$ cat src/rtl/exc_ctrl_pkg.sv
// Shared exception constants: excodes, ws_ex_vec bit positions, vector address.
// The optional interrupt path is built when EXC_CTRL_INT_EN is defined.
package exc_ctrl_pkg;

  localparam logic [4:0] EXC_INT  = 5'h00;
  localparam logic [4:0] EXC_ADEL = 5'h04;
  localparam logic [4:0] EXC_ADES = 5'h05;
  localparam logic [4:0] EXC_SYS  = 5'h08;
  localparam logic [4:0] EXC_BP   = 5'h09;
  localparam logic [4:0] EXC_RI   = 5'h0a;
  localparam logic [4:0] EXC_OV   = 5'h0c;

  localparam int EX_ADEL_IF = 0;
  localparam int EX_RI      = 1;
  localparam int EX_OV      = 2;
  localparam int EX_SYS     = 3;
  localparam int EX_BP      = 4;
  localparam int EX_ADEL_LD = 5;
  localparam int EX_ADES    = 6;

  localparam logic [31:0] EX_ENTRY_DEF = 32'hbfc00380;

  typedef enum logic [1:0] {
    IDLE,
    FLUSH,
    REDIRECT
  } exc_state_t;

endpackage

$ cat src/rtl/exc_ctrl_prio.sv
// Priority encoder from {interrupt, exception sources} to one excode.
// Fetch ADEL is flagged so the top can pick the PC as bad address.
module exc_prio_enc
  import exc_ctrl_pkg::*;
(
  input  logic       irq,
  input  logic [6:0] ex_vec,
  output logic       any,
  output logic [4:0] excode,
  output logic       fetch_adel
);

  always_comb begin
    any        = irq | (|ex_vec);
    excode     = EXC_INT;
    fetch_adel = 1'b0;
    if (irq) begin
      excode = EXC_INT;
    end else if (ex_vec[EX_ADEL_IF]) begin
      excode     = EXC_ADEL;
      fetch_adel = 1'b1;
    end else if (ex_vec[EX_RI]) begin
      excode = EXC_RI;
    end else if (ex_vec[EX_OV]) begin
      excode = EXC_OV;
    end else if (ex_vec[EX_SYS]) begin
      excode = EXC_SYS;
    end else if (ex_vec[EX_BP]) begin
      excode = EXC_BP;
    end else if (ex_vec[EX_ADEL_LD]) begin
      excode = EXC_ADEL;
    end else if (ex_vec[EX_ADES]) begin
      excode = EXC_ADES;
    end
  end

endmodule

$ cat src/rtl/exc_ctrl.sv
// Exception / ERET sequencer: commit strobes to CP0, flush, fetch redirect.
// Define EXC_CTRL_INT_EN to enable sampled interrupts at top priority.
module exc_ctrl
  import exc_ctrl_pkg::*;
#(
  parameter logic [31:0] EX_ENTRY     = EX_ENTRY_DEF,
  parameter int          FLUSH_CYCLES = 2
) (
  input  logic        clk,
  input  logic        rst,
  input  logic        ws_valid,
  input  logic [6:0]  ws_ex_vec,
  input  logic        ws_eret,
  input  logic        ws_bd,
  input  logic [31:0] ws_pc,
  input  logic [31:0] ws_data_addr,
  input  logic        c0_status_ie,
  input  logic        c0_status_exl,
  input  logic [7:0]  c0_status_im,
  input  logic [7:0]  c0_cause_ip,
  input  logic [31:0] c0_epc,
  output logic        wb_ex,
  output logic [4:0]  wb_excode,
  output logic        wb_bd,
  output logic [31:0] wb_pc,
  output logic [31:0] wb_badvaddr,
  output logic        eret_flush,
  output logic        pipe_flush,
  output logic        redirect_valid,
  output logic [31:0] redirect_pc,
  input  logic        redirect_ready,
  output logic        busy
);

  localparam logic [3:0] CNT_INIT = 4'(FLUSH_CYCLES - 1);

  exc_state_t  state;
  exc_state_t  state_nx;
  logic [3:0]  cnt;
  logic [31:0] target;
  logic        int_pending;
  logic        any;
  logic        fetch_adel;
  logic [4:0]  excode;
  logic        idle;
  logic        take_ex;
  logic        take_eret;
  logic        event_c;

`ifdef EXC_CTRL_INT_EN
  always_ff @(posedge clk) begin
    if (rst) int_pending <= 1'b0;
    else int_pending <= c0_status_ie & ~c0_status_exl
                      & (|(c0_status_im & c0_cause_ip));
  end
`else
  logic unused_c0;
  assign unused_c0 = ^{c0_status_ie, c0_status_exl,
                       c0_status_im, c0_cause_ip};
  assign int_pending = 1'b0;
`endif

  exc_prio_enc u_prio (
    .irq        (int_pending),
    .ex_vec     (ws_ex_vec),
    .any        (any),
    .excode     (excode),
    .fetch_adel (fetch_adel)
  );

  // a reset cycle never emits a commit strobe
  assign idle      = (state == IDLE) & ~rst;
  assign take_ex   = idle & ws_valid & any;
  assign take_eret = idle & ws_valid & ws_eret & ~take_ex;
  assign event_c   = take_ex | take_eret;
  assign busy      = (state != IDLE);

  always_ff @(posedge clk) begin
    if (rst) state <= IDLE;
    else state <= state_nx;
  end

  always_comb begin
    state_nx = state;
    unique case (state)
      IDLE: if (event_c)
        state_nx = (FLUSH_CYCLES == 1) ? REDIRECT : FLUSH;
      FLUSH: if (cnt == 4'd1) state_nx = REDIRECT;
      REDIRECT: if (redirect_ready) state_nx = IDLE;
      default: state_nx = IDLE;
    endcase
  end

  always_ff @(posedge clk) begin
    if (rst) begin
      cnt    <= 4'd0;
      target <= 32'd0;
    end else if (event_c) begin
      cnt    <= CNT_INIT;
      target <= take_ex ? EX_ENTRY : c0_epc;
    end else if (state == FLUSH) begin
      cnt <= cnt - 4'd1;
    end
  end

  always_comb begin
    wb_ex          = 1'b0;
    eret_flush     = 1'b0;
    wb_excode      = 5'd0;
    wb_bd          = 1'b0;
    wb_pc          = 32'd0;
    wb_badvaddr    = 32'd0;
    pipe_flush     = 1'b0;
    redirect_valid = 1'b0;
    redirect_pc    = 32'd0;
    unique case (state)
      IDLE: begin
        wb_ex      = take_ex;
        eret_flush = take_eret;
        if (take_ex) wb_excode = excode;
        if (event_c) begin
          wb_bd       = ws_bd;
          wb_pc       = ws_pc;
          wb_badvaddr = fetch_adel ? ws_pc : ws_data_addr;
        end
      end
      FLUSH: pipe_flush = 1'b1;
      REDIRECT: begin
        pipe_flush     = 1'b1;
        redirect_valid = 1'b1;
        redirect_pc    = target;
      end
      default: ;
    endcase
  end

endmodule
$ cat config.mk
export PLATFORM = sky130hd
export DESIGN_NAME = exc_ctrl
export DESIGN_NICKNAME = d
export VERILOG_FILES = /design/src/rtl/exc_ctrl_pkg.sv /design/src/rtl/exc_ctrl_prio.sv /design/src/rtl/exc_ctrl.sv
export SDC_FILE = /design/constraint.sdc
export NUM_CORES = 1
export LEC_CHECK = 0
export CAP_MARGIN = 10
export CORE_MARGIN = 2
export CORE_UTILIZATION = 31
export DETAILED_ROUTE_END_ITERATION = 7
export GPL_TIMING_DRIVEN = 1
export PLACE_DENSITY = 0.82
export SLEW_MARGIN = 20
export SYNTH_ARGS = -nofsm -noshare
export SYNTH_HDL_FRONTEND = slang
export SYNTH_SLANG_ARGS = --single-unit
$ cat constraint.sdc
create_clock -name clk -period 3.65 [get_ports clk]
set_clock_uncertainty 0.15 [all_clocks]
set_input_delay 1.095 -clock clk [delete_from_list [all_inputs] [get_ports clk]]
set_output_delay 1.095 -clock clk [all_outputs]
set_load 0.02 [all_outputs]
==> impl_table.tex, run 1 <==
\begin{tabular}{lr}
\hline
Metric & Value \\
\hline
\multicolumn{2}{l}{\textbf{Routing}} \\
Count of vias placed by the detailed router & 3199 \\
Routed wire length & approximately 13000 um \\
DRC violation count after routing & 0 \\
Post-route antenna net violation count & 0 \\
1st-iter DRT viols & around 140 \\
Number of iterations in the first detailed-routing pass & 4 \\
Post-detailed-route via-to-cell ratio & $\sim$5 \\
WL/cell & roughly 19 um \\
\multicolumn{2}{l}{\textbf{Hold path}} \\
End point of the most critical hold path & target[3]\$\_SDFFE\_PP0P\_ \\
Depth of the worst hold-timing path & 1 \\
Worst hold-check path type & flop to flop \\
Hold path startpoint & target[3]\$\_SDFFE\_PP0P\_ \\
\multicolumn{2}{l}{\textbf{STA}} \\
Total Neg Setup Slack & -8.497 ns \\
Unrepaired setup endpoints after global routing & true \\
Transition at the pin with the smallest max-transition slack & around 0.54 ns \\
Final Hold Viols & 0 \\
Final Worst Setup Slack & -0.2067 ns \\
Tightest slew margin relative to the limit & 0.6405 \\
Fmax & approximately 260 MHz \\
Final critical-path share of the clock period & 1.057 \\
Max-slew violation count & 0 \\
Final setup vio count & between 60 and 70 \\
Crit path time final & around 3.9 ns \\
\multicolumn{2}{l}{\textbf{Synth}} \\
Synthesized flop and latch total & 38 \\
Proportion of netlist area held by the largest area contributor & 0.3010 \\
Number of distinct library cells after synthesis & 39 \\
Predominant post-synthesis flop cell & dfxtp\_1 \\
FFs w/ async S/R, synth & 0 \\
Most instantiated cells after synthesis & and2\_1 (55), dfxtp\_1 (38), nor2\_1 (37) \\
Number of enable flip-flop cells after synthesis & 0 \\
Part of the Yosys area used for sequential elements & 0.3010 \\
Number of standard cells after synthesis & about 300 \\
Mean area per synthesized cell & 8.369 um\^{}2 \\
Mapped cell area & 2527 um\^{}2 \\
Top post-synthesis cells by area & dfxtp\_1 (30\%), and2\_1 (14\%), mux2i\_1 (13\%) \\
Most numerous cell in the Yosys netlist & and2\_1 \\
Library cell occupying the most area in the post-synthesis netlist & dfxtp\_1 \\
Total number of yosys warnings & 0 \\
Net count of the mapped netlist & around 440 \\
\multicolumn{2}{l}{\textbf{Worst setup path}} \\
Critical-path cell list & buf\_6 -> or4\_4 -> o21a\_4 -> buf\_16 -> buf\_6 -> and2\_4 -> buf\_6 \\
Critical Path Sink Type & output pin \\
Start-to-end type of the worst setup path & primary input to output pin \\
Required arrival time at the worst endpoint & 2.40 ns \\
Worst path top cell family by delay & simple AND/OR/NAND/NOR gates \\
Crit path DAT & roughly 2.6 ns \\
Depth of the most critical reg-to-reg path & 11 \\
Buffers plus inverters on the worst setup path & 4 \\
Worst R2R End & target[4]\$\_SDFFE\_PP0P\_ \\
Stage delay of the slowest cell on the critical path & around 0.57 ns \\
CP dominant cell by count & buf\_6 \\
Kind of start point of the critical path & primary input \\
Reg-to-Reg Start & state[0]\$\_SDFFE\_PP0P\_ \\
Slack of the worst reg-to-reg path & $\sim$1.2 ns \\
Cell at the slowest stage of the critical path & or4\_4 \\
Critical path fanouts, max & 6 \\
\multicolumn{2}{l}{\textbf{Power}} \\
Fraction of power consumed by combinational cells & 0.559 \\
Net Sw Power & 768.4 uW \\
Clock network fraction of design power & 0.202 \\
Max rail drop VDD & approximately 0.00024 V \\
Switch share & 0.3596 \\
Static leakage & roughly 0.0025 uW \\
Internal Dissipation & 1368 uW \\
Final Power & approximately 2100 uW \\
Portion of total power attributed to sequential cells & 0.239 \\
Power density over the cells & around 380 nW/um\^{}2 \\
\multicolumn{2}{l}{\textbf{Clock tree}} \\
Clock H-tree levels & 2 \\
CTS tree & built \\
CTS Sinks & 38 \\
CTS clk-pin slew, worst paths & 0.07 ns \\
Number of buffers inserted during clock tree synthesis & 5 \\
Insertion delay to the later sink of the worst-skew pair & roughly 0.3 ns \\
Cell at the root of the clock tree & clkbuf\_8 \\
Number of hold buffers added after CTS & 0 \\
Buffer depth of the longest clock path & 2 \\
\multicolumn{2}{l}{\textbf{Placed design}} \\
Post-DP HPWL & 7866 um \\
Routability-driven placement congestion ratio & 0.7182 \\
Count of input and output buffers & roughly 210 \\
Setup slack at placement & -0.8363 ns \\
\multicolumn{2}{l}{\textbf{Final layout}} \\
Share of cells above drive strength 1 & 0.3633 \\
Synth-to-layout area growth & 122.4\% \\
Number of nets in the layout & slightly below 700 \\
\multicolumn{2}{l}{\textbf{Die}} \\
Total Die Area & between 8000 and 9000 um\^{}2 \\
Vertical die dimension & 94.30 um \\
Std cell rows & 32 \\
Area of the core & about 7800 um\^{}2 \\
Die X & 94.30 um \\
\# IOs & approximately 230 \\
Starting utilization of the core area & 0.3237 \\
\multicolumn{2}{l}{\textbf{Global route}} \\
Global router's overall resource usage & 0.2372 \\
Via count of the first global-routing pass & roughly 3200 \\
Initial antenna violation count & 1 \\
Pin count of the biggest net entering global routing & 35 \\
Wire length of the first global-routing pass & about 16000 um \\
Overflow left after global routing & 0 \\
\multicolumn{2}{l}{\textbf{Status}} \\
Violations in the final reports & negative setup slack \\
Status & complete, but fails checks \\
\multicolumn{2}{l}{\textbf{Run}} \\
Count of maximum capacitance violations & 0 \\
\hline
\end{tabular}
## metrics by stage
stage | utilization | hold WS, ns | instances | cell area (um^2)
after floorplan | - | 0.2839 | 302 | 2527
after global placement | 0.6232 | 0.2995 | 617 | 4866
after detailed placement | 0.6232 | 0.3008 | 617 | 4866
after CTS | 0.6708 | 0.3253 | 640 | 5238
after global routing | 0.7200 | 0.3362 | 648 | 5622
final | 0.7200 | 0.3189 | 648 | 5622
## layout make-up
| type | instances | area (um^2) |
|---|---|---|
| multi-input combinational | 222 | 1833 |
| tap | 102 | 127.6 |
| antenna | 1 | 2.502 |
| inverter | 18 | 67.56 |
| clock inverter | 3 | 68.82 |
| fill | 556 | 2186 |
| timing repair buffer | 259 | 2693 |
| sequential | 38 | 760.7 |
| clock buffer | 5 | 68.82 |
## sequential cells by signal, summed over array words and instances, names as in the netlist
register / cells
cnt: 4
target: 32
state: 2
## worst reg2reg max path, stage by stage (launching register included)
cell,delay [ns]
dfxtp_1,0.39
inv_1,0.11
ha_1,0.27
and3b_2,0.25
buf_4,0.14
o21a_4,0.17
buf_6,0.17
buf_4,0.13
buf_4,0.16
nor2_2,0.08
buf_4,0.24
a22o_1,0.17
## cells in the final DEF, fill, tap and decap left out, drive strengths merged, types with 3 or more instances in the layout
cell type	count
a21oi	3
buf	112
a22o	20
ha	7
clkbuf	10
inv	18
nor3	6
o311ai	9
o22ai	3
and2	65
nand2b	4
mux2i	34
clkdlybuf4s50	133
dfxtp	38
dlygate4sd2	7
nand2	12
nor2	38
## power by group through the flow
stage / Clock (uW) / Sequential [uW] / Combinational [uW]
2_1_floorplan: 0 / 508 / 493
3_3_place_gp: 0 / 514 / 906
3_5_place_dp: 0 / 517 / 925
4_1_cts: 438 / 510 / 1030
5_1_grt: 451 / 518 / 1260
6_report: 432 / 511 / 1190
## repair_timing
action / in CTS / in global routing
pin swaps: 22 / 21
gates cloned: 4 / 3
resized for setup: 290 / 227
endpoints found under the setup margin: 103 / 67
setup buffers: 11 / 6
hold endpoints to repair: 0 / 0
## cells by family after synthesis
family | after synthesis | share of synthesized area
AOI/OAI and AO/OA | 40 | 0.1376
adders and majority gates | 7 | 0.03465
muxes | 34 | 0.1347
xor gates and xnor gates | 3 | 0.01040
and+or+nand+nor | 137 | 0.3045
buffers and inverters | 42 | 0.07574
DFF | 38 | 0.3010
other | 1 | 0.001484
## metal layers
metal	up-vias	wire length (um)	GRT usage	share of wire
li1	1503	-	-	-
met1	1528	4656	0.2808	0.37
met2	136	6643	0.4262	0.53
met3	32	818	0.05217	0.065
met4	0	392	0.06884	0.031
met5	-	0	0	0
## worst max-delay path by stage
| stage | cells past startpoint | start | slack [ns] | endpoint |
|---|---|---|---|---|
| after floorplan | 6 | ws_ex_vec[0] | 0.04 | wb_pc[13] |
| after CTS | 7 | ws_ex_vec[0] | -0.19 | wb_pc[5] |
| after detailed placement | 6 | ws_ex_vec[3] | -0.84 | wb_pc[28] |
| after global placement | 6 | ws_ex_vec[3] | -0.81 | wb_pc[27] |
| final | 7 | ws_ex_vec[2] | -0.21 | wb_pc[18] |
| after global routing | 7 | ws_ex_vec[2] | -0.22 | wb_pc[18] |
Note: power is estimated with default switching activity, not from simulation.
==> inputs of run 2 (changes only) <==
--- a/config.mk
+++ b/config.mk
@@ -7,10 +7,11 @@
 export LEC_CHECK = 0
 export CAP_MARGIN = 10
 export CORE_MARGIN = 2
-export CORE_UTILIZATION = 31
+export CORE_UTILIZATION = 30
 export DETAILED_ROUTE_END_ITERATION = 7
 export GPL_TIMING_DRIVEN = 1
-export PLACE_DENSITY = 0.82
+export PLACE_DENSITY = 0.79
+export REMOVE_ABC_BUFFERS = 1
 export SLEW_MARGIN = 20
 export SYNTH_ARGS = -nofsm -noshare
 export SYNTH_HDL_FRONTEND = slang
==> impl_table.tex, run 2 (synthesis gave the netlist of run 1 again) <==
\begin{tabular}{lr}
\hline
Metric & Value \\
\hline
\multicolumn{2}{l}{\textbf{Routing}} \\
Total length of routed met2 wires & 6236 um \\
Count of vias placed by the detailed router & 3241 \\
DRT met1 WL & between 4000 and 5000 um \\
Number of iterations in the first detailed-routing pass & 4 \\
Post-route antenna net violation count & 0 \\
WL/cell & approximately 18 um \\
DRC violation count after routing & 0 \\
Routed wire length & between 10000 and 15000 um \\
Met3 wire length & between 1000 and 1500 um \\
Topmost layer with routed signal wires & met4 \\
1st-iter DRT viols & just over 80 \\
Post-detailed-route via-to-cell ratio & approximately 4.9 \\
\multicolumn{2}{l}{\textbf{Placed design}} \\
Routability-driven placement congestion ratio & between 0.7 and 0.8 \\
Count of input and output buffers & roughly 210 \\
Post-DP HPWL & 7948 um \\
Setup slack at placement & -0.8651 ns \\
\multicolumn{2}{l}{\textbf{STA}} \\
Transition at the pin with the smallest max-transition slack & 0.5080 ns \\
Final setup vio count & 65 \\
Final Worst Setup Slack & -0.2157 ns \\
Fin Hold WS & approximately 0.32 ns \\
Crit path time final & 3.866 ns \\
Final critical-path share of the clock period & 1.059 \\
Tightest slew margin relative to the limit & 0.6614 \\
Fmax & 258.7 MHz \\
Max-slew violation count & 0 \\
Final Hold Viols & 0 \\
Unrepaired setup endpoints after global routing & true \\
\multicolumn{2}{l}{\textbf{Clock tree}} \\
Number of buffers inserted during clock tree synthesis & 5 \\
Clock H-tree levels & 2 \\
Insertion delay to the later sink of the worst-skew pair & roughly 0.28 ns \\
CTS tree & built \\
CTS Sinks & 38 \\
Buffer depth of the longest clock path & 2 \\
Cell at the root of the clock tree & clkbuf\_8 \\
Number of hold buffers added after CTS & 0 \\
CTS clk-pin slew, worst paths & 0.07 ns \\
\multicolumn{2}{l}{\textbf{Die}} \\
Total Die Area & between 9000 and 10000 um\^{}2 \\
Area of the core & $\sim$8000 um\^{}2 \\
Starting utilization of the core area & 0.3092 \\
\# IOs & 234 \\
Std cell rows & 33 \\
Vertical die dimension & about 96 um \\
Die X & approximately 96 um \\
\multicolumn{2}{l}{\textbf{Status}} \\
Status & complete, but fails checks \\
Violations in the final reports & negative setup slack \\
\multicolumn{2}{l}{\textbf{Power}} \\
Max rail drop VDD & approximately 0.00021 V \\
Power density over the cells & $\sim$360 nW/um\^{}2 \\
Static leakage & between 0.002 and 0.003 uW \\
\multicolumn{2}{l}{\textbf{Final layout}} \\
Number of flip-flops under the largest register name & 32 \\
Area used by sequential logic in the layout & around 760 um\^{}2 \\
Most common library cell in the layout ignoring fill and taps & clkdlybuf4s50\_1 \\
Synth-to-layout area growth & 126.2\% \\
Top Registers & target (32), cnt (4), state (2) \\
Fillers & about 600 \\
Register with the most flip-flops & target \\
Number of nets in the layout & between 600 and 700 \\
Multi-input logic area & approximately 1800 um\^{}2 \\
Share of cells above drive strength 1 & 0.3817 \\
Highest-count cells in the layout ignoring fill and taps & clkdlybuf4s50\_1 (133), buf\_6 (84), dfxtp\_1 (38), mux2i\_1 (34), and2\_4 (33) \\
\multicolumn{2}{l}{\textbf{Worst setup path}} \\
Kind of start point of the critical path & primary input \\
Critical path fanouts, max & 5 \\
Slack of the worst reg-to-reg path & $\sim$1.3 ns \\
Required arrival time at the worst endpoint & 2.40 ns \\
Start-to-end type of the worst setup path & primary input to output pin \\
Crit path DAT & about 2.6 ns \\
Worst R2R End & target[14]\$\_SDFFE\_PP0P\_ \\
Reg-to-Reg Start & state[0]\$\_SDFFE\_PP0P\_ \\
Depth of the most critical reg-to-reg path & 11 \\
Critical Path Sink Type & output pin \\
\multicolumn{2}{l}{\textbf{Global route}} \\
Wire length of the first global-routing pass & between 15000 and 20000 um \\
Initial antenna violation count & 1 \\
Global router's overall resource usage & 0.2334 \\
Pin count of the biggest net entering global routing & 35 \\
Via count of the first global-routing pass & between 3000 and 4000 \\
Overflow left after global routing & 0 \\
\multicolumn{2}{l}{\textbf{Run}} \\
Count of maximum capacitance violations & 0 \\
\multicolumn{2}{l}{\textbf{Hold path}} \\
Hold path startpoint & target[15]\$\_SDFFE\_PP0P\_ \\
Depth of the worst hold-timing path & 1 \\
Worst hold-check path type & flop to flop \\
End point of the most critical hold path & target[15]\$\_SDFFE\_PP0P\_ \\
\hline
\end{tabular}
run 2: cell count changes in the layout (fill, tap and decap cells not counted), sizes merged:
cell,before,now
buf,112,131
bufinv,2,0
clkbuf,10,9
clkdlybuf4s15,2,1
clkinv,1,2
diode,1,3
dlygate4sd2,7,4
run 2: where the power goes:
part / total, uW / internal, uW / leakage (uW) / switching [uW]
Combinational: 1260 / 682 / 0.00215 / 576
Sequential: 509 / 473 / 0.000311 / 35.4
Clock: 268 / 128 / 0.0000438 / 139
Total: 2030 / 1280 / 0.00251 / 751
run 2: worst max-delay path by stage:
stage / start / to / cells after the start
CTS: ws_ex_vec[3] / wb_badvaddr[5] / 8
global placement: ws_ex_vec[5] / wb_badvaddr[26] / 7
detailed placement: ws_ex_vec[5] / wb_badvaddr[5] / 7
floorplan: ws_ex_vec[3] / wb_badvaddr[0] / 3
finish: ws_ex_vec[4] / wb_badvaddr[23] / 9
global route: ws_ex_vec[4] / wb_badvaddr[7] / 9
run 2: what timing repair did:
| item | CTS | global route |
|---|---|---|
| cloned | 6 | 1 |
| pin swaps | 21 | 24 |
| gates resized for setup | 441 | 100 |
| endpoints found under the hold margin | 0 | 0 |
| endpoints found under the setup margin | 102 | 70 |
| buffers inserted | 23 | 5 |
run 2: critical path: stages:
cell and delay, ns:
buf_6 0.09, or4_4 0.55, buf_6 0.14, o21ai_4 0.16
buf_6 0.16, buf_16 0.12, buf_4 0.12, nor2_2 0.05
buf_6 0.14
run 2: layout make-up:
| cell class | instances | share of cell area |
|---|---|---|
| clock inverter | 2 | 0.001751 |
| timing repair buffer | 273 | 0.5015 |
| tap | 105 | 0.02298 |
| multi-input combinational | 222 | 0.3155 |
| clock buffer | 5 | 0.01204 |
| sequential | 38 | 0.1330 |
| antenna | 3 | 0.001313 |
| inverter | 18 | 0.01182 |
run 2: through the flow:
step	area (um^2)	util	total power (uW)	setup TNS (ns)	cells
after CTS	5396	0.6601	1923	-8.418	658
after detailed placement	4885	0.5975	1449	-55.92	622
after global placement	4885	0.5975	1433	-56.63	622
after floorplan	2404	-	963.7	-9.653	278
final	5718	0.6994	2035	-8.780	666
after global routing	5713	0.6988	2140	-10.33	664
run 2: metal layers:
metal,global-route usage,vias to the layer above
met3,0.07204,26
met4,0.1119,0
li1,-,1534
met2,0.4190,165
met1,0.2471,1516
met5,0,-
==> inputs of run 3 (changes only) <==
--- a/config.mk
+++ b/config.mk
@@ -8,6 +8,7 @@
 export CAP_MARGIN = 10
 export CORE_MARGIN = 2
 export CORE_UTILIZATION = 30
+export CTS_CLUSTER_SIZE = 28
 export DETAILED_ROUTE_END_ITERATION = 7
 export GPL_TIMING_DRIVEN = 1
 export PLACE_DENSITY = 0.79
==> results of run 3 <==
Final layout, timing and power as in run 2 (identical DEF).
